--- src/rtl/wf68k30l_dreg_writeback_if.sv ---
// Writeback bus between the result mux / register file and the data-register
// writeback sequencer.
//   WB_*      : result entries offered by the execution stage (valid/ready)
//   RF_HOLD   : register-file write ports borrowed this cycle
//   FLUSH     : exception/branch flush
//   DR_*      : register-file write side (strobes, selects, data)
//   OP_SIZE   : write size, UNMARK : hazard release pulse, BUSY : activity
// master = result source / register file side, slave = the sequencer.
interface wf68k30l_dreg_writeback_if;
  logic        WB_VALID;
  logic        WB_READY;
  logic [2:0]  WB_SEL_1;
  logic [31:0] WB_DATA_1;
  logic [2:0]  WB_SEL_2;
  logic [31:0] WB_DATA_2;
  logic        WB_PAIR;
  logic [1:0]  WB_SIZE;
  logic        WB_LAST;
  logic        RF_HOLD;
  logic        FLUSH;
  logic        DR_WR_1;
  logic        DR_WR_2;
  logic [2:0]  DR_SEL_WR_1;
  logic [2:0]  DR_SEL_WR_2;
  logic [31:0] DR_IN_1;
  logic [31:0] DR_IN_2;
  logic [1:0]  OP_SIZE;
  logic        UNMARK;
  logic        BUSY;

  modport master (
    output WB_VALID, WB_SEL_1, WB_DATA_1, WB_SEL_2, WB_DATA_2, WB_PAIR,
           WB_SIZE, WB_LAST, RF_HOLD, FLUSH,
    input  WB_READY, DR_WR_1, DR_WR_2, DR_SEL_WR_1, DR_SEL_WR_2, DR_IN_1,
           DR_IN_2, OP_SIZE, UNMARK, BUSY
  );

  modport slave (
    input  WB_VALID, WB_SEL_1, WB_DATA_1, WB_SEL_2, WB_DATA_2, WB_PAIR,
           WB_SIZE, WB_LAST, RF_HOLD, FLUSH,
    output WB_READY, DR_WR_1, DR_WR_2, DR_SEL_WR_1, DR_SEL_WR_2, DR_IN_1,
           DR_IN_2, OP_SIZE, UNMARK, BUSY
  );
endinterface

--- src/rtl/wf68k30l_dreg_writeback.sv ---
// Data-register writeback sequencer. Buffers completed results in a small
// circular FIFO and retires one entry per cycle into the data register file,
// pulsing UNMARK when the last write of an instruction retires.
// Ports:
//   CLK   : clock, rising edge
//   RESET : synchronous active-high reset (no UNMARK pulse)
//   bus   : writeback interface, slave side (see wf68k30l_dreg_writeback_if)
// Parameter DEPTH: queue entries, power of two, >= 2.
module wf68k30l_dreg_writeback #(
  parameter int DEPTH = 2
) (
  input  logic                         CLK,
  input  logic                         RESET,
  wf68k30l_dreg_writeback_if.slave     bus
);
  localparam int          AW       = $clog2(DEPTH);
  localparam logic [AW:0] FULL_CNT = (AW+1)'(DEPTH);

  typedef struct packed {
    logic [2:0]  sel1;
    logic [31:0] data1;
    logic [2:0]  sel2;
    logic [31:0] data2;
    logic        pair;
    logic [1:0]  size;
    logic        last;
  } entry_t;

  typedef enum logic {IDLE, WRITE} state_t;

  entry_t        mem [DEPTH];
  entry_t        in_ent, head;
  logic [AW-1:0] wr_ptr, rd_ptr;
  logic [AW:0]   count, count_nxt;
  logic          ready;
  logic          push, pop;
  state_t        state;

  logic          wr1_q, wr2_q, unmark_q;
  logic [2:0]    sel1_q, sel2_q;
  logic [31:0]   data1_q, data2_q;
  logic [1:0]    size_q;

  assign in_ent = '{sel1: bus.WB_SEL_1, data1: bus.WB_DATA_1,
                    sel2: bus.WB_SEL_2, data2: bus.WB_DATA_2,
                    pair: bus.WB_PAIR,  size:  bus.WB_SIZE,
                    last: bus.WB_LAST};
  assign head   = mem[rd_ptr];

  // ready comes from the registered count, so a full queue refuses a push
  // even in a cycle where it also pops.
  assign push = bus.WB_VALID && ready && !bus.FLUSH;
  assign pop  = (count != '0) && !bus.RF_HOLD && !bus.FLUSH;

  always_comb begin
    count_nxt = count;
    if (push && !pop)      count_nxt = count + (AW+1)'(1);
    else if (pop && !push) count_nxt = count - (AW+1)'(1);
  end

  // Storage needs no reset: validity is tracked by the pointers and count.
  always_ff @(posedge CLK) begin
    if (push) mem[wr_ptr] <= in_ent;
  end

  always_ff @(posedge CLK) begin
    if (RESET) begin
      wr_ptr   <= '0;
      rd_ptr   <= '0;
      count    <= '0;
      ready    <= 1'b1;
      state    <= IDLE;
      wr1_q    <= 1'b0;
      wr2_q    <= 1'b0;
      unmark_q <= 1'b0;
      sel1_q   <= '0;
      sel2_q   <= '0;
      data1_q  <= '0;
      data2_q  <= '0;
      size_q   <= 2'b10;
    end else if (bus.FLUSH) begin
      // Flushed entries never write, but their hazard marks must still be
      // released: one IDLE cycle carrying UNMARK.
      wr_ptr   <= '0;
      rd_ptr   <= '0;
      count    <= '0;
      ready    <= 1'b1;
      state    <= IDLE;
      wr1_q    <= 1'b0;
      wr2_q    <= 1'b0;
      unmark_q <= 1'b1;
    end else begin
      if (push) wr_ptr <= wr_ptr + AW'(1);
      if (pop)  rd_ptr <= rd_ptr + AW'(1);
      count <= count_nxt;
      ready <= (count_nxt != FULL_CNT);
      if (pop) begin
        state    <= WRITE;
        wr1_q    <= 1'b1;
        // Same destination on both halves of a pair op: port 1 wins alone.
        wr2_q    <= head.pair && (head.sel2 != head.sel1);
        unmark_q <= head.last;
        sel1_q   <= head.sel1;
        sel2_q   <= head.sel2;
        data1_q  <= head.data1;
        data2_q  <= head.data2;
        size_q   <= head.size;
      end else begin
        state    <= IDLE;
        wr1_q    <= 1'b0;
        wr2_q    <= 1'b0;
        unmark_q <= 1'b0;
      end
    end
  end

  assign bus.WB_READY    = ready;
  assign bus.DR_WR_1     = wr1_q;
  assign bus.DR_WR_2     = wr2_q;
  assign bus.DR_SEL_WR_1 = sel1_q;
  assign bus.DR_SEL_WR_2 = sel2_q;
  assign bus.DR_IN_1     = data1_q;
  assign bus.DR_IN_2     = data2_q;
  assign bus.OP_SIZE     = size_q;
  assign bus.UNMARK      = unmark_q;
  assign bus.BUSY        = (count != '0) || (state == WRITE) || unmark_q;
endmodule

--- src/flat_wrapper.sv ---
// flat-port wrapper written by rule: the top's interface ports become plain ports
module wf68k30l_dreg_writeback_flat 
#(
  parameter int DEPTH = 2
)
  (CLK, RESET, bus_WB_VALID, bus_WB_SEL_1, bus_WB_DATA_1, bus_WB_SEL_2, bus_WB_DATA_2, bus_WB_PAIR, bus_WB_SIZE, bus_WB_LAST, bus_RF_HOLD, bus_FLUSH, bus_WB_READY, bus_DR_WR_1, bus_DR_WR_2, bus_DR_SEL_WR_1, bus_DR_SEL_WR_2, bus_DR_IN_1, bus_DR_IN_2, bus_OP_SIZE, bus_UNMARK, bus_BUSY);
  wf68k30l_dreg_writeback_if bus_i ();
  input  logic CLK;
  input  logic RESET;
  input wire logic [$bits(bus_i.WB_VALID)-1:0] bus_WB_VALID;
  input wire logic [$bits(bus_i.WB_SEL_1)-1:0] bus_WB_SEL_1;
  input wire logic [$bits(bus_i.WB_DATA_1)-1:0] bus_WB_DATA_1;
  input wire logic [$bits(bus_i.WB_SEL_2)-1:0] bus_WB_SEL_2;
  input wire logic [$bits(bus_i.WB_DATA_2)-1:0] bus_WB_DATA_2;
  input wire logic [$bits(bus_i.WB_PAIR)-1:0] bus_WB_PAIR;
  input wire logic [$bits(bus_i.WB_SIZE)-1:0] bus_WB_SIZE;
  input wire logic [$bits(bus_i.WB_LAST)-1:0] bus_WB_LAST;
  input wire logic [$bits(bus_i.RF_HOLD)-1:0] bus_RF_HOLD;
  input wire logic [$bits(bus_i.FLUSH)-1:0] bus_FLUSH;
  output wire logic [$bits(bus_i.WB_READY)-1:0] bus_WB_READY;
  output wire logic [$bits(bus_i.DR_WR_1)-1:0] bus_DR_WR_1;
  output wire logic [$bits(bus_i.DR_WR_2)-1:0] bus_DR_WR_2;
  output wire logic [$bits(bus_i.DR_SEL_WR_1)-1:0] bus_DR_SEL_WR_1;
  output wire logic [$bits(bus_i.DR_SEL_WR_2)-1:0] bus_DR_SEL_WR_2;
  output wire logic [$bits(bus_i.DR_IN_1)-1:0] bus_DR_IN_1;
  output wire logic [$bits(bus_i.DR_IN_2)-1:0] bus_DR_IN_2;
  output wire logic [$bits(bus_i.OP_SIZE)-1:0] bus_OP_SIZE;
  output wire logic [$bits(bus_i.UNMARK)-1:0] bus_UNMARK;
  output wire logic [$bits(bus_i.BUSY)-1:0] bus_BUSY;
  assign bus_i.WB_VALID = bus_WB_VALID;
  assign bus_i.WB_SEL_1 = bus_WB_SEL_1;
  assign bus_i.WB_DATA_1 = bus_WB_DATA_1;
  assign bus_i.WB_SEL_2 = bus_WB_SEL_2;
  assign bus_i.WB_DATA_2 = bus_WB_DATA_2;
  assign bus_i.WB_PAIR = bus_WB_PAIR;
  assign bus_i.WB_SIZE = bus_WB_SIZE;
  assign bus_i.WB_LAST = bus_WB_LAST;
  assign bus_i.RF_HOLD = bus_RF_HOLD;
  assign bus_i.FLUSH = bus_FLUSH;
  assign bus_WB_READY = bus_i.WB_READY;
  assign bus_DR_WR_1 = bus_i.DR_WR_1;
  assign bus_DR_WR_2 = bus_i.DR_WR_2;
  assign bus_DR_SEL_WR_1 = bus_i.DR_SEL_WR_1;
  assign bus_DR_SEL_WR_2 = bus_i.DR_SEL_WR_2;
  assign bus_DR_IN_1 = bus_i.DR_IN_1;
  assign bus_DR_IN_2 = bus_i.DR_IN_2;
  assign bus_OP_SIZE = bus_i.OP_SIZE;
  assign bus_UNMARK = bus_i.UNMARK;
  assign bus_BUSY = bus_i.BUSY;
  wf68k30l_dreg_writeback #(.DEPTH(DEPTH)) u_core (.CLK(CLK), .RESET(RESET), .bus(bus_i));
endmodule
--- config.mk ---
export PLATFORM = sky130hd
export DESIGN_NAME = wf68k30l_dreg_writeback_flat
export DESIGN_NICKNAME = d
export VERILOG_FILES = /design/src/rtl/wf68k30l_dreg_writeback_if.sv /design/src/rtl/wf68k30l_dreg_writeback.sv /design/src/flat_wrapper.sv
export SDC_FILE = /design/constraint.sdc
export NUM_CORES = 1
export LEC_CHECK = 0
export CAP_MARGIN = 20
export CORE_MARGIN = 8
export CORE_UTILIZATION = 35
export DETAILED_ROUTE_END_ITERATION = 7
export DONT_BUFFER_PORTS = 1
export SYNTH_ARGS = -nofsm -noshare
export SYNTH_HDL_FRONTEND = slang
export SYNTH_SLANG_ARGS = --single-unit
--- constraint.sdc ---
create_clock -name CLK -period 10.25 [get_ports CLK]
set_input_delay 1.025 -clock CLK [delete_from_list [all_inputs] [get_ports CLK]]
set_output_delay 1.025 -clock CLK [all_outputs]
set_load 0.1 [all_outputs]
# --- Word-level counts from Yosys, hierarchy flattened ---
# Memory sizes are Yosys's and may differ from the RTL's. A register that Yosys moved wholly into a read port is not among the register bits.
# Cells that the tools add are included.
op_classes:
  add_sub_neg: 4
  n_mul: 0
  div_mod_pow: 0
  magnitude_cmp: 0
  n_eq_ne: 2
  shift: 0
  muxes: 9
  n_bitwise: 2
  n_reduce_logical: 17
op_table:
  columns: ["cell", "n"]
  rows:
  - ["$logic_and 1x1->1", 7]
  - ["$mux 1", 7]
  - ["$logic_not 1->1", 4]
  - ["$mux 2", 2]
  - ["$ne 3x3->1", 1]
  - ["$reduce_or 3->1", 1]
  - ["$add 1x1->1 const B", 2]
  - ["$add 2x1->2 const B", 1]
  - ["$logic_or 1x1->1", 2]
  - ["$ne 2x2->1 const B", 1]
  - ["$not 1->1", 2]
  - ["$reduce_and 2->1", 1]
  - ["$reduce_bool 2->1", 1]
  - ["$reduce_or 2->1", 1]
  - ["$sub 2x1->2 const B", 1]
word_totals:
  register_bits: 80
  latch_bits: 0
  ramBits: 148
  romBits: 0
  input_bits: 79
  out_inout_bits: 77
  wordCells: 47
  n_memories: 1
memory_table:
  columns: ["name", "depth", "word_bits", "rd", "rd_clocked_by_memory_dff", "wr", "line_no", "rtl"]
  rows:
  - ["u_core.mem", 2, 74, 1, 1, 1, "wf68k30l_dreg_writeback.sv:31", "entry_t mem [DEPTH];"]

# --- Longest topological paths before layout ---
# Gate-level depths: netlist of run 1.
logic_depth:
  depth_word: 7
  ltp_mapped: 7
  ltp_nobuf: 5

# --- Worst setup path before layout of run 1 ---
# Ideal clock, no wire load.
synth_timing:
  path_kind: "register to register"
  from: "register u_core.ready, in the netlist u_core.bus.WB_READY"
  to: "memory u_core.mem[1][0] (netlist bit) (enable)"
  setup_time_ns: 0.614
  arrival_ns: 6.653
  required_time_ns: 9.636
  slack_ns: 2.983
  path_stages_with_launch: 3
  period_less_slack_ns: 7.267
  cell_sequence: "dfxtp_1 nand2_1 nor3b_1"
synth_between:
  elab_chain_cells: 4
synth_rtl:
  columns: ["item", "line_no", "rtl"]
  rows:
  - ["start: declaration", "wf68k30l_dreg_writeback.sv:35", "logic ready;"]
  - ["start signal: assignment", "wf68k30l_dreg_writeback.sv:96", "ready <= (count_nxt != FULL_CNT);"]
  - ["$logic_and 1x1->1 (2 in a row)", "wf68k30l_dreg_writeback.sv:52", "assign push = bus.WB_VALID && ready && !bus.FLUSH;"]
  - ["$mux 1", "wf68k30l_dreg_writeback.sv:63", "if (push) mem[wr_ptr] <= in_ent;"]
  - ["$mux 1 (not written as such)", "wf68k30l_dreg_writeback.sv:63", null]
  - ["end: declaration", "wf68k30l_dreg_writeback.sv:31", null]
# Every way passes these cells.

# --- Final worst setup path of run 1 ---
layout_timing:
  from: "register u_core.state"
  to: "output bus_BUSY"
layout_between:
  elab_chain_cells: 2
layout_rtl:
  columns: ["item", "line_no", "rtl"]
  rows:
  - ["start: declaration", "wf68k30l_dreg_writeback.sv:37", "state_t state;"]
  - ["start signal: assignment", "wf68k30l_dreg_writeback.sv:72", "state <= IDLE;"]
  - ["start signal: assignment", "wf68k30l_dreg_writeback.sv:88", "state <= IDLE;"]
  - ["start signal: assignment", "wf68k30l_dreg_writeback.sv:98", "state <= WRITE;"]
  - ["$logic_or 1x1->1 (2 in a row)", "wf68k30l_dreg_writeback.sv:126", "assign bus.BUSY = (count != '0) || (state == WRITE) || unmark_q;"]
  - ["end: declaration", "flat_wrapper.sv:29", "output wire logic [$bits(bus_i.BUSY)-1:0] bus_BUSY;"]
# Every way passes these cells.

==> results of run 1 <==
## worst max-delay path by stage
stage	start	end	slack (ps)	cells after the start
3_5_place_dp	u_core.bus.WB_READY$_SDFF_PP1_	u_core.mem[1][20]$_DFFE_PP_	7440	3
5_1_grt	u_core.state$_SDFF_PP0_	bus_BUSY	6860	2
4_1_cts	u_core.state$_SDFF_PP0_	bus_BUSY	6890	2
2_1_floorplan	u_core.bus.WB_READY$_SDFF_PP1_	u_core.mem[1][0]$_DFFE_PP_	2980	2
6_report	u_core.state$_SDFF_PP0_	bus_BUSY	6920	2
3_3_place_gp	u_core.state$_SDFF_PP0_	bus_BUSY	7440	2
## routing by layer
layer	part of all wire [%]	routed length, µm	up-vias	track usage, %
li1	-	-	1977	-
met1	37	5780	1942	11.40
met2	48	7458	133	17.72
met3	13	2048	31	6.010
met4	2.6	411	0	3.339
met5	0	0	-	0
## logic make-up after synthesis
logic type / synth area share, %
AOI/OAI and AO/OA: 7.696
xor gates and xnor gates: 0.8602
adders and majority gates: 0.1536
buffers and inverters: 2.811
DFF: 74.47
muxes: 9.124
and+or+nand+nor: 4.885
## layout make-up
type,instances,area [µm²]
Tap cell,319,399.1
Fill cell,2156,14080
Sequential cell,229,6070
Inverter,2,7.507
Multi-Input combinational cell,258,1861
Clock buffer,33,685.7
Timing Repair Buffer,5,37.54
Clock inverter,11,56.30
## registers in the layout, summed over array words and instances, names as in the netlist, named ones only
name                    flops
u_core.count                2
u_core.wr_ptr               1
u_core.bus.DR_SEL_WR_1      3
u_core.bus.DR_IN_1         32
u_core.bus.WB_READY         1
u_core.bus.DR_SEL_WR_2      3
u_core.state                1
u_core.rd_ptr               1
u_core.bus.DR_IN_2         32
u_core.bus.OP_SIZE          2
u_core.bus.DR_WR_2          1
u_core.bus.UNMARK           1
u_core.mem                148
## per-stage QoR
stage,area (µm²),hold WS [ps],power [W],std cells,util [%]
global route,9116,562.9,0.002057,857,39.31
finish,9116,522.9,0.001983,857,39.31
detailed placement,8374,526.0,0.001203,813,36.11
global placement,8374,504.1,0.001199,813,36.11
CTS,9116,533.9,0.002012,857,39.31
floorplan,8145,481.3,0.001194,522,-
## cell usage in the layout (no fill, tap or decap), types with 3 or more instances in the layout
cell	netlist	final
edfxtp_1	148	148
clkbuf_16	0	25
mux2i_1	72	72
clkinv_2	0	5
clkinv_1	0	4
nor2_1	77	77
a211oi_2	3	3
dfxtp_1	81	80
a211oi_1	70	70
nor3_1	6	5
buf_4	7	5
clkbuf_8	0	3
clkbuf_1	8	5
xor2_1	7	7
## critical path, delay by kind of cell (launching register included)
kind          cells  cell delay [ps]
simple gates      2              830
flops             1              970
## where the power goes
part	internal (W)	switching, W
Sequential	0.00102	0.000104
Combinational	0.0000226	0.0000387
Clock	0.000467	0.000335
==> impl_metrics.yaml, run 1 <==
cts:
  cts_max_level: 1
  cts_tree: "built"
  cts.sinks: 229
  cts_buffers: 24
  clock_path_buffers: 3
  clk_latency_ps: 500
  cts_setup_buffers: 0
  cts_resized: 0
  cts_hold_buf: 0
  clk_pin_slew_ps: 60
  cts-root-buf: "clkbuf_16"
setup_path:
  crit_required_ps: 9230
  r2r_start: "u_core.bus.WB_READY$_SDFF_PP1_"
  rrSetupSlack_ps: 7490
  crit_type: "register to output port"
  cp_slowest_cell: "dfxtp_1"
  worstPathArrival_ps: 2310
  worstPathMaxFanout: 2
  rr_worst_depth: 3
  critPathMaxStageDelay_ps: 970
  r2r-end: "u_core.mem[1][15]$_DFFE_PP_"
  crit_chain: "nor2_1, nand2_1"
  start_kind: "register"
  crit_path_end_kind: "output port"
grt:
  overflow: 0
  antenna_found_initial: 0
  grt_max_degree: 89
  grt_pass1_vias: 4081
  grt_first_pass_wirelength_um: 23740
  grt.total_usage_pct: 10.67
synthesis:
  synth.largest_area_cell: "edfxtp_1"
  syn_nets: 602
  synth_enable_flop_cells: 148
  yosysSeqAreaShare_pct: 74.47
  avgSynthCellArea_um2: 15.60
  yosysMostFrequentCell: "edfxtp_1"
  yosys-top-cells-area: "edfxtp_1 55%, dfxtp_1 20%, mux2i_1 8.8%, a211oi_1 6.5%, nor2_1 3.5%"
  ys_ff_latch: 229
  synthArstFlopShare_pct: 0
  netlist_instances: 522
  ys_types: 34
  synth_area_mm2: 0.008145
  yosys_warnings: 0
  synth_common_cells: "148 x edfxtp_1, 81 x dfxtp_1, 77 x nor2_1"
  dominantRegCellSynth: "edfxtp_1"
  synth_top_area_share_pct: 54.56
final_layout:
  diodes: 0
  final_net_count: 600
  layout-drive-gt1-share_pct: 9.294
  area_growth_pct: 11.92
placed_design:
  routabilityCongestion: 0.7061
  port_buffers: 0
  place_hpwl_um: 10040
  post-place-ws_ps: 7440
floorplan:
  die_w_um: 168.6
  num_rows: 56
  die_h_um: 168.6
  die_area_mm2: 0.02841
  core_area_mm2: 0.02319
  initial_core_util_pct: 35.12
  io_pins: 156
drt:
  finalWirelength_um: 15700
  drt_iter0_markers: 170
  via_count: 4083
  drc: 0
  via_per_inst: 4.764
  first_pass_iters: 4
  antenna_left: 0
  routedWlPerCell_um: 18.32
sta:
  tns_ps: 0
  setup_viol_count_final: 0
  relSlewSlack_pct: 29.43
  fin_skew_ps: 9.837
  layout_setup_ws_ps: 6917
  finalHoldViolCount: 0
  max_freq_ghz: 0.3000
  period_share_pct: 32.52
  worst_pin_slew_ps: 1057
  rsz0062_at_grt: "no"
  period_needed_ps: 3333
  slew_viol_final: 0
min_path:
  holdPathStages: 2
  hp-start: "u_core.rd_ptr$_SDFFE_PP0P_"
  hp-class: "register to register"
power:
  peakVddDrop_mv: 0.1603
  p_leak_nw: 2.761
  power_density_mw_per_mm2: 217.6
run:
  maxCapViolCount: 0
run_status:
  status: "complete, no violations"
Power figures use the tool's default switching activity.
==> run 2: changes to the inputs <==
--- a/config.mk
+++ b/config.mk
@@ -5,6 +5,7 @@
 export SDC_FILE = /design/constraint.sdc
 export NUM_CORES = 1
 export LEC_CHECK = 0
+export ABC_AREA = 1
 export CAP_MARGIN = 20
 export CORE_MARGIN = 8
 export CORE_UTILIZATION = 35
==> constraint.sdc (replaced) <==
create_clock -name CLK -period 2.9 [get_ports CLK]
set_input_delay 0.29 -clock CLK [delete_from_list [all_inputs] [get_ports CLK]]
set_output_delay 0.29 -clock CLK [all_outputs]
set_load 0.1 [all_outputs]
==> impl_metrics.yaml, run 2 <==
run_status:
  status: "complete, no violations"
sta:
  tns_ps: 0
  worst_pin_slew_ps: 1042
  period_share_pct: 74.20
  fin_skew_ps: 11.32
  relSlewSlack_pct: 30.46
  setup_viol_count_final: 0
  rsz0062_at_grt: "no"
  slew_viol_final: 0
  max_freq_ghz: 0.4648
  finalHoldViolCount: 0
  period_needed_ps: 2152
synthesis:
  syn_nets: 730
  yosys_warnings: 0
  ys_ff_latch: 229
  ys_types: 25
  netlist_instances: 650
  synth_area_mm2: 0.008107
  synth_enable_flop_cells: 148
  yosysMostFrequentCell: "nand2_1"
  synth_top_area_share_pct: 54.82
  yosysSeqAreaShare_pct: 74.83
  yosys-top-cells-area: "edfxtp_1 55%, dfxtp_1 20%, nand2_1 8.4%, a31oi_1 5.0%, o21ai_0 3.9%"
  synthArstFlopShare_pct: 0
  synth_common_cells: "182 x nand2_1, 148 x edfxtp_1, 81 x dfxtp_1"
  avgSynthCellArea_um2: 12.47
  dominantRegCellSynth: "edfxtp_1"
  synth.largest_area_cell: "edfxtp_1"
floorplan:
  die_area_mm2: 0.02829
  die_h_um: 168.2
  core_area_mm2: 0.02271
  initial_core_util_pct: 35.70
  die_w_um: 168.2
  num_rows: 55
  io_pins: 156
cts:
  cts.sinks: 229
  cts_max_level: 1
  cts-root-buf: "clkbuf_16"
  cts_buffers: 24
  clk_pin_slew_ps: 60
  cts_tree: "built"
  cts_resized: 0
  cts_hold_buf: 77
  clk_latency_ps: 510
  cts_setup_buffers: 0
  clock_path_buffers: 3
placed_design:
  place_area_mm2: 0.008498
  place_hpwl_um: 10230
  port_buffers: 0
  routabilityCongestion: 0.7208
min_path:
  holdPathStages: 2
  hp-class: "input port to register"
setup_path:
  worstPathArrival_ps: 1860
  crit_type: "register to output port"
  critPathTopFamily: "simple AND/OR/NAND/NOR gates"
  cp_slowest_cell: "or3b_2"
  crit_required_ps: 2610
  crit_path_end_kind: "output port"
  crit_chain: "inv_1, ha_1, or3b_2"
  worstPathMaxFanout: 2
  start_kind: "register"
  path_depth: 3
  rr_worst_depth: 7
  critPathMaxStageDelay_ps: 750
  critPathBufInv: 1
power:
  peakVddDrop_mv: 0.5751
  p_leak_nw: 3.698
  power_density_mw_per_mm2: 701.4
drt:
  routedWlPerCell_um: 16.18
  via_per_inst: 4.677
  drc: 0
  via_count: 4944
  antenna_left: 0
  first_pass_iters: 4
  finalWirelength_um: 17110
  drt_iter0_markers: 263
grt:
  antenna_found_initial: 1
  grt_max_degree: 145
  grt_pass1_vias: 4893
  grt_first_pass_wirelength_um: 26920
  overflow: 0
  grt.total_usage_pct: 11.87
final_layout:
  final_cell_mix: "182 x nand2_1, 148 x edfxtp_1, 80 x dfxtp_1, 77 x dlygate4sd3_1, 65 x a31oi_1"
  final_area_mm2: 0.01003
  layout-drive-gt1-share_pct: 10.64
  top_register: "u_core.mem"
  area_growth_pct: 23.78
  largest_register_ff_count: 148
  final_net_count: 833
  mostFrequentLayoutCell: "nand2_1"
run:
  maxCapViolCount: 0
## run 2: area by class of cell
cell class | instances | area, µm²
Clock inverter | 7 | 31.28
Multi-Input combinational cell | 356 | 1658
Antenna cell | 1 | 2.502
Timing Repair Buffer | 116 | 1076
Inverter | 26 | 108.9
Sequential cell | 229 | 6070
Fill cell | 2071 | 12670
Clock buffer | 37 | 732.0
Tap cell | 285 | 356.6
## run 2: power breakdown
group / switching, W / internal (W) / total (W)
combinational: 0.000261 / 0.000136 / 0.000397
sequential: 0.000164 / 0.00357 / 0.00373
clock: 0.00118 / 0.00173 / 0.00291
total: 0.00160 / 0.00543 / 0.00704
## run 2: routing by layer
layer	GRT usage [%]	vias to the layer above	share of wire, %
li1	-	2504	-
met1	13.62	2278	41
met2	20.35	131	48
met3	4.397	29	8.2
met4	3.610	2	2.6
met5	0	-	0.047
## run 2: path summary, 6_finish.rpt
check	startpoint	end	slack (ps)
worst max-delay path	u_core.count[0]$_SDFF_PP0_	bus_BUSY	750
worst max register to register	u_core.count[0]$_SDFF_PP0_	u_core.bus.DR_IN_1[13]$_SDFFE_PP0P_	1000
worst min register to register	u_core.wr_ptr$_SDFFE_PP0N_	u_core.wr_ptr$_SDFFE_PP0N_	470
worst min-delay path	bus_FLUSH	u_core.bus.UNMARK$_SDFF_PP0_	50
## run 2: cells by family (layout without fill, tap and decap cells)
family / after synthesis / in the layout / synth area share, %
flip-flops: 229 / 229 / 74.83
buffers and inverters: 65 / 186 / 4.815
XOR/XNOR: 1 / 1 / 0.1081
adder cells (fa/ha/maj): 1 / 1 / 0.1543
other: 0 / 1 / 0
AO/OA/AOI/OAI: 151 / 151 / 10.33
AND/OR/NAND/NOR: 203 / 203 / 9.770
## run 2: per-stage QoR
stage | utilization, % | hold slack, ps | power (W) | instances | setup slack [ps]
after floorplan | - | 359.1 | 0.004040 | 650 | 34.86
after global placement | 37.42 | 378.3 | 0.004104 | 935 | 1061
after detailed placement | 37.42 | 381.8 | 0.004107 | 935 | 990.6
after CTS | 44.18 | 17.73 | 0.007142 | 1056 | 714.9
after global routing | 44.18 | 46.16 | 0.007297 | 1056 | 656.6
final | 44.19 | 50.73 | 0.007038 | 1057 | 748.3
==> run 3: changes to the inputs <==
==> constraint.sdc (replaced) <==
create_clock -name CLK -period 1.8 [get_ports CLK]
set_input_delay 0.18 -clock CLK [delete_from_list [all_inputs] [get_ports CLK]]
set_output_delay 0.18 -clock CLK [all_outputs]
set_load 0.1 [all_outputs]
==> impl_metrics.yaml, run 3 (same netlist as run 2, synthesis figures left out) <==
run_status:
  status: "complete, no violations"
sta:
  period_needed_ps: 1750
  slew_viol_final: 0
  setup_viol_count_final: 0
  max_freq_ghz: 0.5713
  fin_skew_ps: 7.098
  hold_ws_ps: 27.78
  period_share_pct: 97.24
  tns_ps: 0
  finalHoldViolCount: 0
  worst_pin_slew_ps: 480.1
  rsz0062_at_grt: "yes"
  relSlewSlack_pct: 67.99
floorplan:
  io_pins: 156
  initial_core_util_pct: 35.70
  die_area_mm2: 0.02829
  num_rows: 55
  core_area_mm2: 0.02271
  die_w_um: 168.2
  die_h_um: 168.2
grt:
  gr-usage-met1_pct: 14.60
  use_met2_pct: 21.82
  grt_max_degree: 64
  antenna_found_initial: 2
  grt_pass1_vias: 5234
  top_usage_layer: "met2"
  grtUsageMet3_pct: 4.373
  overflow: 0
  grt.total_usage_pct: 12.63
  grt_first_pass_wirelength_um: 28770
setup_path:
  start_kind: "register"
  worstPathArrival_ps: 1570
  crit_chain: "inv_2, ha_4, or3b_4, buf_12"
  crit_type: "register to output port"
  rrSetupSlack_ps: 170
  cp_slowest_cell: "or3b_4"
  crit_required_ps: 1620
  worstPathMaxFanout: 2
  critPathMaxStageDelay_ps: 380
  crit_path_end_kind: "output port"
drt:
  drc: 0
  first_pass_iters: 4
  via_count: 5209
  routedWlPerCell_um: 16.23
  via_per_inst: 4.672
  finalWirelength_um: 18100
  drt_iter0_markers: 393
  antenna_left: 0
power:
  peakVddDrop_mv: 0.8683
  p_leak_nw: 4.030
  power_density_mw_per_mm2: 1079
  power.total_w: 0.01145
placed_design:
  place_hpwl_um: 11170
  port_buffers: 0
  dpl.cell_count: 989
  routabilityCongestion: 0.7029
final_layout:
  stdcell_count: 1115
  top_register: "u_core.mem"
  largest_register_ff_count: 148
  layout-drive-gt1-share_pct: 17.75
  area_growth_pct: 30.85
  final_cell_mix: "181 x nand2_1, 148 x edfxtp_1, 85 x buf_4, 78 x dfxtp_1, 77 x dlygate4sd3_1"
  mostFrequentLayoutCell: "nand2_1"
  final_net_count: 890
min_path:
  hp-class: "input port to register"
cts:
  clock_path_buffers: 3
  cts-root-buf: "clkbuf_16"
  clk_pin_slew_ps: 60
  cts_tree: "built"
  cts_max_level: 1
  cts_buffers: 25
  clk_latency_ps: 510
  cts.sinks: 229
run:
  maxCapViolCount: 0
[run 3: timing repair]
action | 4_1_cts | 5_1_grt
endpoints found under the setup margin | 1 | 10
gates resized for setup | 6 | 2
hold buffers | 77 | 0
buffers inserted | 1 | 1
endpoints found under the hold margin | 157 | 0
pin swaps | 1 | 1
[run 3: cell type report]
cell class	count	area (µm²)
fillers	2054	12100
diodes	2	5.005
inverters	26	113.9
clock inverters	11	83.83
well taps	285	356.6
repair buffers	172	1617
multi-input cells	356	1688
clock buffers	34	669.4
flip-flops and latches	229	6075
[run 3: worst max-delay path, delay by kind of cell (launching register included)]
family / cells / cell delay, ps
adder cells (fa/ha/maj): 1 / 120
buffers and inverters: 2 / 240
flip-flops: 1 / 320
AND/OR/NAND/NOR: 1 / 380
[run 3: where the power goes]
group          leakage [nW]  internal (W)  total, W  switching, W
Sequential             2.02       0.00575   0.00580     0.0000497
Clock                 0.370       0.00274   0.00469       0.00195
Combinational          1.65      0.000293  0.000954      0.000662
[run 3: final timing paths]
check,startpoint,to,depth (start not counted)
worst min register to register,u_core.wr_ptr$_SDFFE_PP0N_,u_core.wr_ptr$_SDFFE_PP0N_,2
worst min-delay path,bus_WB_VALID,u_core.wr_ptr$_SDFFE_PP0N_,4
worst max-delay path,u_core.count[1]$_SDFF_PP0_,bus_BUSY,4
worst max register to register,u_core.count[0]$_SDFF_PP0_,u_core.bus.DR_IN_2[19]$_SDFFE_PP0P_,9
[run 3: per-layer routing]
metal / part of all wire, % / vias up / wire, µm
met2: 48 / 139 / 8691
li1: - / 2613 / -
met1: 42 / 2430 / 7533
met5: 0 / - / 0
met4: 2.3 / 0 / 418
met3: 8.0 / 27 / 1452
[run 3: through the flow]
stage	setup WS (ps)	utilization (%)	area, µm²
floorplan	-513.6	-	8137
global placement	202.2	39.79	9035
detailed placement	144.7	39.79	9035
CTS	21.05	46.60	10580
global route	-10.29	46.71	10610
finish	49.68	46.71	10610
